==> src/rtl/sonar_ping_ctrl.sv <==
// sonar_ping_ctrl -- sequencer for one sonar ping.
//
// Drives the transducer burst, blanks the ringdown, then gates the receive
// datapath (ce_o) while it listens for an echo on the comparator net.
// The time of flight is reported as a cycle count, with a valid flag and an
// IRQ pulse.
//
// Optional feature macro: SONAR_ECHO_DEBOUNCE_EN
//   defined   : an echo needs echo_i high for 3 consecutive LISTEN cycles;
//               tof_o is the count of the first of the three.
//   undefined : a single high echo_i sample in LISTEN is a detection.
//
// Ports:
//   clk, rst_n        clock, asynchronous active-low reset
//   start             pulse, launches a ping when idle
//   abort             level, returns to IDLE (beats start/echo/timeout)
//   cfg_tx_len        burst length in cycles
//   cfg_tx_half       tx_o toggles every cfg_tx_half+1 cycles
//   cfg_blank         blanking length in cycles
//   cfg_timeout       max ping length in cycles from the first active cycle
//   echo_i            comparator output
//   tx_o              transducer drive
//   ce_o              datapath clock enable
//   maf_clr_o         one-cycle clear for MAF/PCM registers
//   busy_o            high while not IDLE
//   tof_o             time of flight (all ones on timeout)
//   tof_valid_o       tof_o is valid
//   timeout_o         last ping ended without an echo
//   irq_o             one-cycle completion pulse
// All outputs are registered.
module sonar_ping_ctrl #(
   parameter int CNT_W  = 24,
   parameter int HALF_W = 8
) (
   input  logic              clk,
   input  logic              rst_n,
   input  logic              start,
   input  logic              abort,
   input  logic [CNT_W-1:0]  cfg_tx_len,
   input  logic [HALF_W-1:0] cfg_tx_half,
   input  logic [CNT_W-1:0]  cfg_blank,
   input  logic [CNT_W-1:0]  cfg_timeout,
   input  logic              echo_i,
   output logic              tx_o,
   output logic              ce_o,
   output logic              maf_clr_o,
   output logic              busy_o,
   output logic [CNT_W-1:0]  tof_o,
   output logic              tof_valid_o,
   output logic              timeout_o,
   output logic              irq_o
);

   typedef enum logic [2:0] {
      S_IDLE,
      S_TX,
      S_BLANK,
      S_LISTEN,
      S_DONE
   } state_t;

   state_t             state, state_nx;
   logic [CNT_W-1:0]   cnt, cnt_nx, cnt_inc;
   logic [HALF_W-1:0]  ph, ph_nx;
   logic               tx_nx, mclr_nx, tofv_nx, to_nx;
   logic [CNT_W-1:0]   tof_nx;

   // Comparisons are done one bit wider so that cfg values of 0 or
   // tx_len+blank overflowing CNT_W never wrap into a false match.
   logic [CNT_W:0]     cnt_p1;
   logic               tx_end, blank_end, to_hit;
   logic               echo_det;
   logic [CNT_W-1:0]   echo_cnt;

   assign cnt_p1    = {1'b0, cnt} + (CNT_W+1)'(1);
   assign tx_end    = (cnt_p1 == {1'b0, cfg_tx_len});
   assign blank_end = (cnt_p1 == ({1'b0, cfg_tx_len} + {1'b0, cfg_blank}));
   assign to_hit    = (cnt_p1 >= {1'b0, cfg_timeout});
   // Saturating increment: cnt sticks at all ones.
   assign cnt_inc   = (&cnt) ? cnt : cnt + CNT_W'(1);

`ifdef SONAR_ECHO_DEBOUNCE_EN
   // Last two echo_i samples taken in LISTEN; cleared in every other state,
   // so the history always starts empty on entering LISTEN.
   logic [1:0] hist;

   always_ff @(posedge clk or negedge rst_n) begin
      if (!rst_n) begin
         hist <= '0;
      end else if (state == S_LISTEN) begin
         hist <= {hist[0], echo_i};
      end else begin
         hist <= '0;
      end
   end

   assign echo_det = echo_i & hist[0] & hist[1];
   assign echo_cnt = cnt - CNT_W'(2);
`else
   assign echo_det = echo_i;
   assign echo_cnt = cnt;
`endif

   always_comb begin
      state_nx = state;
      cnt_nx   = cnt;
      ph_nx    = ph;
      tx_nx    = 1'b0;
      mclr_nx  = 1'b0;
      tof_nx   = tof_o;
      tofv_nx  = tof_valid_o;
      to_nx    = timeout_o;

      case (state)
         S_IDLE: begin
            if (start) begin
               cnt_nx  = '0;
               tofv_nx = 1'b0;
               to_nx   = 1'b0;
               mclr_nx = 1'b1;
               if (cfg_tx_len != '0)     state_nx = S_TX;
               else if (cfg_blank != '0) state_nx = S_BLANK;
               else                      state_nx = S_LISTEN;
            end
         end
         S_TX: begin
            cnt_nx = cnt_inc;
            if (tx_end) state_nx = (cfg_blank != '0) ? S_BLANK : S_LISTEN;
         end
         S_BLANK: begin
            cnt_nx = cnt_inc;
            if (blank_end) state_nx = S_LISTEN;
         end
         S_LISTEN: begin
            cnt_nx = cnt_inc;
            if (echo_det) begin
               tof_nx   = echo_cnt;
               tofv_nx  = 1'b1;
               state_nx = S_DONE;
            end else if (to_hit) begin
               tof_nx   = '1;
               to_nx    = 1'b1;
               tofv_nx  = 1'b1;
               state_nx = S_DONE;
            end
         end
         S_DONE: begin
            state_nx = S_IDLE;
         end
         default: begin
            state_nx = S_IDLE;
         end
      endcase

      // Abort overrides everything decided above: no result, no clear.
      if (abort) begin
         state_nx = S_IDLE;
         cnt_nx   = cnt;
         mclr_nx  = 1'b0;
         tof_nx   = tof_o;
         tofv_nx  = tof_valid_o;
         to_nx    = timeout_o;
      end

      // Burst waveform: starts high on entering TX, toggles after
      // cfg_tx_half+1 cycles in each level.
      if (state_nx == S_TX) begin
         if (state == S_TX) begin
            if (ph == cfg_tx_half) begin
               tx_nx = ~tx_o;
               ph_nx = '0;
            end else begin
               tx_nx = tx_o;
               ph_nx = ph + HALF_W'(1);
            end
         end else begin
            tx_nx = 1'b1;
            ph_nx = '0;
         end
      end
   end

   always_ff @(posedge clk or negedge rst_n) begin
      if (!rst_n) begin
         state       <= S_IDLE;
         cnt         <= '0;
         ph          <= '0;
         tx_o        <= 1'b0;
         ce_o        <= 1'b0;
         maf_clr_o   <= 1'b0;
         busy_o      <= 1'b0;
         tof_o       <= '0;
         tof_valid_o <= 1'b0;
         timeout_o   <= 1'b0;
         irq_o       <= 1'b0;
      end else begin
         state       <= state_nx;
         cnt         <= cnt_nx;
         ph          <= ph_nx;
         tx_o        <= tx_nx;
         ce_o        <= (state_nx == S_TX) || (state_nx == S_BLANK) ||
                        (state_nx == S_LISTEN);
         maf_clr_o   <= mclr_nx;
         busy_o      <= (state_nx != S_IDLE);
         tof_o       <= tof_nx;
         tof_valid_o <= tofv_nx;
         timeout_o   <= to_nx;
         irq_o       <= (state_nx == S_DONE);
      end
   end

endmodule
==> config.mk <==
export PLATFORM = sky130hd
export DESIGN_NAME = sonar_ping_ctrl
export DESIGN_NICKNAME = d
export VERILOG_FILES = /design/src/rtl/sonar_ping_ctrl.sv
export SDC_FILE = /design/constraint.sdc
export NUM_CORES = 1
export LEC_CHECK = 0
export CAP_MARGIN = 20
export CORE_UTILIZATION = 45
export DETAILED_ROUTE_END_ITERATION = 10
export PLACE_DENSITY = 0.7
export SLEW_MARGIN = 15
export SYNTH_ARGS = -nofsm -noshare
export SYNTH_HDL_FRONTEND = slang
export SYNTH_SLANG_ARGS = --single-unit
==> constraint.sdc <==
create_clock -name clk -period 4.8 [get_ports clk]
set_input_delay 1.44 -clock clk [delete_from_list [all_inputs] [get_ports clk]]
set_output_delay 1.44 -clock clk [all_outputs]
set_load 0.01 [all_outputs]
=== Yosys cells after proc, flatten, opt, wreduce, memory -nomap -nowiden ===
Index checks and enable logic that the tools add are counted.

* Register bits after elaboration: 66
* Bits of input ports: 85
* Output and inout port bits: 31

* Reductions and logical operators: 15
* Muxes and demuxes: 28
* Order comparisons: 1
* $add $sub $neg: 4
* Equality and inequality tests: 16
* Bitwise logic cells: 2

{| class="wikitable"
|+ Operators with widths
! operator !! number
|-
| 24-bit two-way mux || 4
|-
| 24-bit case mux with 2 select lines || 1
|-
| 24-bit nonzero test || 2
|-
| 24-bit by 1-bit adder with 25-bit output (second input constant) || 1
|-
| 24-bit by 24-bit adder with 25-bit output || 1
|-
| 25-bit by 24-bit == test with 1-bit output || 1
|-
| 25-bit == test || 1
|-
| 25-bit by 24-bit greater-or-equal comparator with 1-bit output || 1
|-
| 24-bit by 1-bit adder with 24-bit output (second input constant) || 1
|-
| 24-bit AND reduction || 1
|-
| 3-bit two-way mux || 6
|-
| 8-bit two-way mux || 2
|-
| 3-bit by 2-bit == test with 1-bit output (second input constant) || 4
|-
| 3-bit case mux with 4 select lines || 1
|-
| 1-bit two-way mux || 11
|-
| 8-bit by 1-bit adder with 8-bit output (second input constant) || 1
|-
| 8-bit == test || 1
|-
| 2-bit inequality test (second input constant) || 4
|-
| 4-bit AND reduction || 2
|-
| 3-bit by 1-bit == test with 1-bit output (second input constant) || 2
|-
| 2-bit nonzero test || 3
|-
| 5-bit AND reduction || 1
|-
| 1-bit case mux with 2 select lines || 2
|-
| 3-bit == test (second input constant) || 1
|-
| 9 further kinds || 11
|}

=== Longest topological paths before layout ===
* Depth after elaboration: 9
* Mapped depth: 19

=== Least setup slack after synthesis ===
Ideal clock, no wire load.

* Path type: reg-to-reg
* Start point: register cnt[1]
* End point: register ph[3]
* Cell stages (with the launch flop): 19
* Arrival: 4.056 ns
* Period minus slack after synthesis: 4.166 ns
* Slack: 0.634 ns
* Library setup time: 0.110 ns
* Cell sequence: dfrtp_1 -> ha_1 -> and3_1 -> clkbuf_1 -> nand2_1 -> or3_4 -> xor2_2 -> inv_1 -> ha_1 -> nand4_1 -> nor3_1 -> and2_1 -> or4_1 -> nor2_1 -> and3_1 -> o211ai_1 -> or2_1 -> buf_6 -> o41ai_1

* Word-level cells in the longest chain between the ends: 7

{| class="wikitable"
|+ Ends and longest elaborated chain
! what !! RTL line !! source
|-
| start: declaration || 63 || <nowiki>logic [CNT_W-1:0] cnt, cnt_nx, cnt_inc;</nowiki>
|-
| start signal: assignment || 198 || <nowiki>cnt <= cnt_nx;</nowiki>
|-
| 24-bit by 1-bit adder with 25-bit output (*) || 75 || <nowiki>assign cnt_p1 = {1'b0, cnt} + (CNT_W+1)'(1);</nowiki>
|-
| 25-bit by 24-bit greater-or-equal comparator with 1-bit output || 78 || <nowiki>assign to_hit = (cnt_p1 >= {1'b0, cfg_timeout});</nowiki>
|-
| 3-bit two-way mux || 140 || <nowiki>end else if (to_hit) begin</nowiki>
|-
| 3-bit two-way mux || 136 || <nowiki>if (echo_det) begin</nowiki>
|-
| 3-bit case mux with 4 select lines (*) || 114 || <nowiki>case (state)</nowiki>
|-
| 3-bit two-way mux (*) || 156 || <nowiki>if (abort) begin</nowiki>
|-
| 3-bit by 1-bit == test with 1-bit output (*) || 167 || <nowiki>if (state_nx == S_TX) begin</nowiki>
|-
| end signal: assignment || 199 || <nowiki>ph <= ph_nx;</nowiki>
|-
| end: declaration || 64 || <nowiki>logic [HALF_W-1:0] ph, ph_nx;</nowiki>
|}

Every way passes the cells marked *; elsewhere a longest branch is shown, timed or not.
A chain may end at the register's enable or synchronous reset.

=== Worst setup path in the final report ===
* Start point: register cnt[13]
* End point: register ph[7]

The elaborated chain is that of the path after synthesis.

==> impl_metrics.env <==
export IMPL_setup_violations_final=0
export IMPL_pre_cts_slack_ns=0.110
export IMPL_final_period_utilization=0.943
export IMPL_synth_top_family_by_area="simple AND/OR/NAND/NOR gates"
export IMPL_slew_headroom=0.446
export IMPL_hold_viol=0
export IMPL_drv_slew=0
export IMPL_r2r_setup_slack_ns=0.27
export IMPL_slowest_stage="dfrtp_1"
export IMPL_grt_pass1_wl_mm=33.6
export IMPL_synth_cell_type_count=73
export IMPL_dieArea_mm2=0.0154
export IMPL_worst_pin_slew_ns=0.825
export IMPL_syn_avg_cell_area_um2=7.89
export IMPL_insertion_delay_ns=0.33
export IMPL_via_count=7003
export IMPL_numCtsBuffers=9
export IMPL_fin_skew_ns=0.00865
export IMPL_ys_ff_latch=66
export IMPL_htreeDepth=3
export IMPL_synthesis_nets=987
export IMPL_hold_ws_ns=0.475
export IMPL_crit_required_ns=5.01
export IMPL_arrival_ns=4.74
export IMPL_hold_depth=2
export IMPL_ios=116
export IMPL_cp_max_fo=9
export IMPL_syn2layout_area_growth_pct=27.9
export IMPL_cts_num_sinks=66
export IMPL_synth_edff_count=0
export IMPL_muxShareOfSynthArea=0.00689
export IMPL_cap_violations=0
export IMPL_hold_path_end="tof_o[20]$_DFFE_PN0P_"
export IMPL_peakVddDrop_uv=142
export IMPL_fin_crit_ns=4.53
export IMPL_dp_hpwl_mm=17.3
export IMPL_yosysWarnings=0
export IMPL_clkTransAtPathRegs_ns=0.06
export IMPL_cp_start_kind="flip-flop"
export IMPL_fmax_mhz=221
export IMPL_outcome="finished clean"
export IMPL_r2r_cells=16
export IMPL_cp_end_kind="flip-flop"
export IMPL_gp_congestion=0.959
export IMPL_die_h_um=124
export IMPL_cts_buffer_depth=2
export IMPL_num_rows=44
export IMPL_cts_root_buf="clkbuf_16"
export IMPL_start_util=0.462
export IMPL_drive_gt1_frac=0.0843
export IMPL_cpPeakStageDelay_ns=0.51
export IMPL_antenna_found_initial=0
export IMPL_drt_first_pass_iters=8
export IMPL_drc_errors=0
export IMPL_synth_main_ff_cell="dfrtp_1"
export IMPL_track_usage=0.290
export IMPL_antenna_left=0
export IMPL_fill_cells=1362
export IMPL_cts_tree="built"
export IMPL_min_delay_start="tof_o[20]$_DFFE_PN0P_"
export IMPL_wl_per_cell_um=18.5
export IMPL_hold_path_class="flip-flop to flip-flop"
export IMPL_ctsHoldBuffers=0
export IMPL_r2r_start="cnt[13]$_DFFE_PN0P_"
export IMPL_crit_chain="nand3_1 > nor3_2 > buf_4 > nand3_1 > xor2_1 > inv_1 > ha_1 > nand4_1 > nor4_2 > o211ai_1 > a41oi_1 > nor2_2 > o221ai_1 > o211ai_1 > or2_1 > o41ai_1"
export IMPL_worstReg2RegEnd="ph[7]$_DFFE_PN0P_"
export IMPL_io_buffer_count=115
export IMPL_die_w_um=124
export IMPL_synth_seq_area_share=0.246
export IMPL_syn_inst=851
export IMPL_async_flop_share=1.00
export IMPL_grt_ovfl_total=0
export IMPL_synth_top_area_cell="dfrtp_1"
export IMPL_setup_slack_ns=0.275
export IMPL_synth_fa_ha_area_frac=0.0961
export IMPL_syn_area_mm2=0.00672
export IMPL_drt_initial_drc_count=660
export IMPL_grt_max_degree=44
export IMPL_synth_simple_area_share=0.245
export IMPL_leakage_nw=3.77
export IMPL_drt_wl_total_mm=21.6
export IMPL_synth_top_cell_area_share=0.246
export IMPL_synth_compound_area_frac=0.222
export IMPL_viasPerCell=6.00
export IMPL_power_density_mw_per_mm2=209
export IMPL_nets=1116
export IMPL_synth_area_top_cells="dfrtp_1, ha_1, xnor2_1, o21ai_0, nand2_1"
export IMPL_core_area_mm2=0.0145
export IMPL_grt_pass1_vias=6421
export IMPL_worstSetupPathType="flip-flop to flip-flop"
export IMPL_yosys_area_share_xor_xnor=0.121
export IMPL_insertedDiodeCount=0
[power breakdown]
part	internal (W)	switching, W	total [W]
logic	0.000219	0.000249	0.000468
registers	0.000565	0.00000880	0.000574
clock network	0.000517	0.000238	0.000755
total	0.00130	0.000496	0.00180
[synth_stat cells (5+ instances only)]
| cell | number |
|---|---|
| and3_1 | 15 |
| o21bai_1 | 5 |
| o21a_1 | 5 |
| buf_2 | 7 |
| and2_1 | 14 |
| nand2_1 | 75 |
| nor3_1 | 13 |
| o31ai_1 | 19 |
| nand3b_1 | 6 |
| dfrtp_1 | 66 |
| a31o_2 | 5 |
| nand3_1 | 29 |
| o2111ai_1 | 5 |
| o21ai_0 | 72 |
| xor2_1 | 26 |
| a2111oi_0 | 5 |
| inv_1 | 64 |
| a21o_1 | 8 |
| a21oi_1 | 53 |
| nand4_1 | 26 |
| nor4_1 | 22 |
| ha_1 | 50 |
| nor2_1 | 53 |
| clkbuf_1 | 27 |
| or2_2 | 6 |
| xnor2_1 | 55 |
| nor2b_1 | 21 |
| a31oi_1 | 14 |
[state kept, by name (all words and copies together) (netlist names)]
name	count
cnt	24
tof_o	24
ph	8
state	3
busy_o	1
ce_o	1
irq_o	1
maf_clr_o	1
timeout_o	1
tof_valid_o	1
tx_o	1
[how the worst max path moves through the flow]
| stage | to | startpoint | depth (start not counted) |
|---|---|---|---|
| 2_1_floorplan | ph[3]$_DFFE_PN0P_ | cnt[1]$_DFFE_PN0P_ | 18 |
| 3_3_place_gp | ph[3]$_DFFE_PN0P_ | cfg_timeout[20] | 12 |
| 3_5_place_dp | ph[3]$_DFFE_PN0P_ | cfg_timeout[20] | 12 |
| 4_1_cts | ph[7]$_DFFE_PN0P_ | cnt[13]$_DFFE_PN0P_ | 16 |
| 5_1_grt | ph[7]$_DFFE_PN0P_ | cnt[13]$_DFFE_PN0P_ | 16 |
| 6_report | ph[7]$_DFFE_PN0P_ | cnt[13]$_DFFE_PN0P_ | 16 |
[cells in the final DEF, fill, tap and decap left out, drive strengths merged, types with 4 or more instances in the layout]
cell           count
clkdlybuf4s50    114
nand2             75
o21ai             73
dfrtp             66
inv               64
xnor2             55
a21oi             53
nor2              53
ha                50
buf               44
nand3             30
xor2              27
nand4             27
nor4              25
nor2b             21
o31ai             19
and3              15
and2              15
a31oi             14
nor3              14
clkbuf            10
a21o               8
or2                7
nand3b             6
a2111oi            6
a31o               5
o2111ai            5
o21a               5
o21bai             5
or3                5
nand2b             4
a211oi             4
o22ai              4
xnor3              4
o41ai              4
[metrics by stage]
stage          area [µm²]  setup TNS, ns  std cells   util  power, W
5_1_grt              8590        -0.0207       1168  0.591   0.00188
3_3_place_gp         8240              0       1153  0.567   0.00104
3_5_place_dp         8240              0       1153  0.567   0.00105
2_1_floorplan        6720              0        851      -  0.000854
4_1_cts              8580              0       1168  0.590   0.00180
6_report             8590              0       1168  0.591   0.00180
[cell type report]
class                      instances  area, µm²  share of cell area
clock inverter                     5        103              0.0119
tap                              184        230              0.0268
clock buffer                      10        239              0.0278
sequential                        66       1650               0.192
timing repair buffer             158       1470               0.171
multi-input combinational        681       4660               0.542
inverter                          64        240              0.0280
[kinds of logic after synthesis]
group,Yosys count
simple gates,307
buf+inv,104
xor+xnor,86
mux,4
compound gates,233
fa+ha+maj,51
flops,66
[worst max-delay path, delay by kind of cell (launching register included)]
family | cells | cell delay, ns
buffers and inverters | 2 | 0.28
adders and majority gates | 1 | 0.31
AOI/OAI and AO/OA | 5 | 1.25
DFF | 1 | 0.51
xor gates and xnor gates | 1 | 0.35
and+or+nand+nor | 7 | 1.70
[layer usage]
metal	up-vias	wire, µm	GRT usage
met1	3224	9230	0.400
met4	0	839	0.129
li1	3348	-	-
met3	57	1820	0.0348
met2	374	9730	0.452
met5	-	0	0
[timing repair]
action	CTS	global route
hold endpoints to repair	0	0
setup endpoints to repair	0	4
gates resized for setup	0	3
setup buffers	0	0
(Power assumes the default switching activity.)
==> RTL edit: new RTL, same flow settings <==
Change the parameter `HALF_W` from 8 to 10.
--- a/src/rtl/sonar_ping_ctrl.sv
+++ b/src/rtl/sonar_ping_ctrl.sv
@@ -32,3 +32,3 @@
    parameter int CNT_W  = 24,
-   parameter int HALF_W = 8
+   parameter int HALF_W = 10
 ) (
Interface: changed (resized cfg_tx_half); port bits go from 116 to 118. No check against the original RTL was run, so the function may have changed too.
==> RTL edit against the unedited design <==
Clock skew shrank 0.00092 ns; global-route usage up 1.4 points; total power rose by 8.9%; sequential cell count rose by 2; sequential share of layout area decreased by 0.10 points; wire length up 9.1%; final area up 3.6%; area after synthesis grew 4.9%; worst setup slack worse by 0.077 ns; critical path type unchanged; critical endpoint is now ph[6]; largest cell class unchanged.
==> RTL edit: results (changes against the unedited design) <==
| Metric | Value |
|---|---|
| Post-Place Worst Slack | 0.143 ns (was 0.110 ns) |
| WL per Instance | 20.0 um (was 18.5 um) |
| Starting DRT DRC Count | 651 (was 660) |
| Status | complete, no violations (unchanged) |
| Clock share of power | 36.6% (was 42.0%) |
| DR pass1 iterations | 5 (was 8) |
| Critical Path AT | 4.82 ns (was 4.74 ns) |
| Share of layout cells above drive strength 1 | 11.0% (was 8.43%) |
| Worst IR drop on VDD | 0.000232 V (was 0.000142 V) |
| Seq. pwr | 0.650 mW (was 0.574 mW) |
| Met3 Resource Use GR | 7.29% (was 3.48%) |
| HPWL Detailed | 18800 um (was 17300 um) |
| Number of global-route vias before repair | 6805 (was 6421) |
| Metal3 WL | 2050 um (was 1820 um) |
| GP Congestion | 0.980 (was 0.959) |
| Largest net degree at the start of global routing | 27 (was 44) |
| Biggest regs | cnt (24), tof_o (24), ph (10) (was cnt (24), tof_o (24), ph (8)) |
| Design Area, Final | 8890 um2 (was 8590 um2) |
| Crit path max fanout | 11 (was 9) |
| Register area share after synthesis | 24.1% (was 24.6%) |
| Initial antenna violation count | 2 (was 0) |
| Non-Filler Instances | 1182 (was 1168) |
| Avg Cell Area, Syn | 8.32 um2 (was 7.89 um2) |
| Crit path from | cnt[1] (was cnt[13]) |
| WL met2 | 10600 um (was 9730 um) |
| Post-DP Area | 8580 um2 (was 8240 um2) |
| Most common library cells after synthesis | 68 x dfrtp_1, 67 x nand2_1, 61 x inv_1 (was 75 x nand2_1, 72 x o21ai_0, 66 x dfrtp_1) |
| GR met1 Demand/Resource | 41.1% (was 40.0%) |
| Area contributors post-synth | dfrtp_1 24%, ha_1 8.9%, xnor2_1 7.0% (was dfrtp_1 25%, ha_1 9.3%, xnor2_1 7.2%) |
| Sw frac | 30.5% (was 27.6%) |
[RTL edit: changes by cell type in the layout (fill, tap and decap cells not counted), sizes merged, moves of 11 or more]
cell	before	now
mux2	2	25
a21o	8	19
nor2b	21	6
nor2	53	41
nand2b	4	19
o21ai	73	45
and2	15	4
[RTL edit: critical path: stages, from the launching register on]
cell	delay (ns)
dfrtp_1	0.35
ha_1	0.34
and3_1	0.34
nand3_1	0.19
or3_1	0.45
xnor2_1	0.21
ha_1	0.32
nand4_1	0.19
nor3_1	0.41
or3b_2	0.48
o22ai_1	0.16
o31a_1	0.26
nand2_1	0.08
a21o_1	0.29
a221o_1	0.40
[RTL edit: final timing paths]
kind | to | slack (ns) | cells after the start
min in group asynchronous | cnt[19] | 1.09 | 1
max reg2reg | ph[6] | 0.20 | 14
max in group asynchronous | ph[7] | 2.94 | 2
min | tof_o[13] | 0.50 | 1
max | ph[6] | 0.20 | 14
min reg2reg | tof_o[13] | 0.50 | 1
[RTL edit: layout make-up]
| class | count | area (um2) | area share [%] |
|---|---|---|---|
| well taps | 211 | 264 | 2.97 |
| repair buffers | 158 | 1490 | 16.7 |
| clock buffers | 12 | 246 | 2.77 |
| clock inverters | 4 | 72.6 | 0.816 |
| inverters | 61 | 229 | 2.57 |
| multi-input cells | 668 | 4890 | 55.0 |
| flip-flops and latches | 68 | 1700 | 19.1 |
[RTL edit: logic make-up (layout without fill, tap and decap cells)]
logic type	count (synthesis)	in the layout	share of synthesized area [%]
fa+ha+maj	51	51	9.16
compound gates	214	214	20.3
buf+inv	111	235	6.53
simple gates	287	287	23.1
flops	68	68	24.1
xor+xnor	88	88	12.3
mux	28	28	4.42
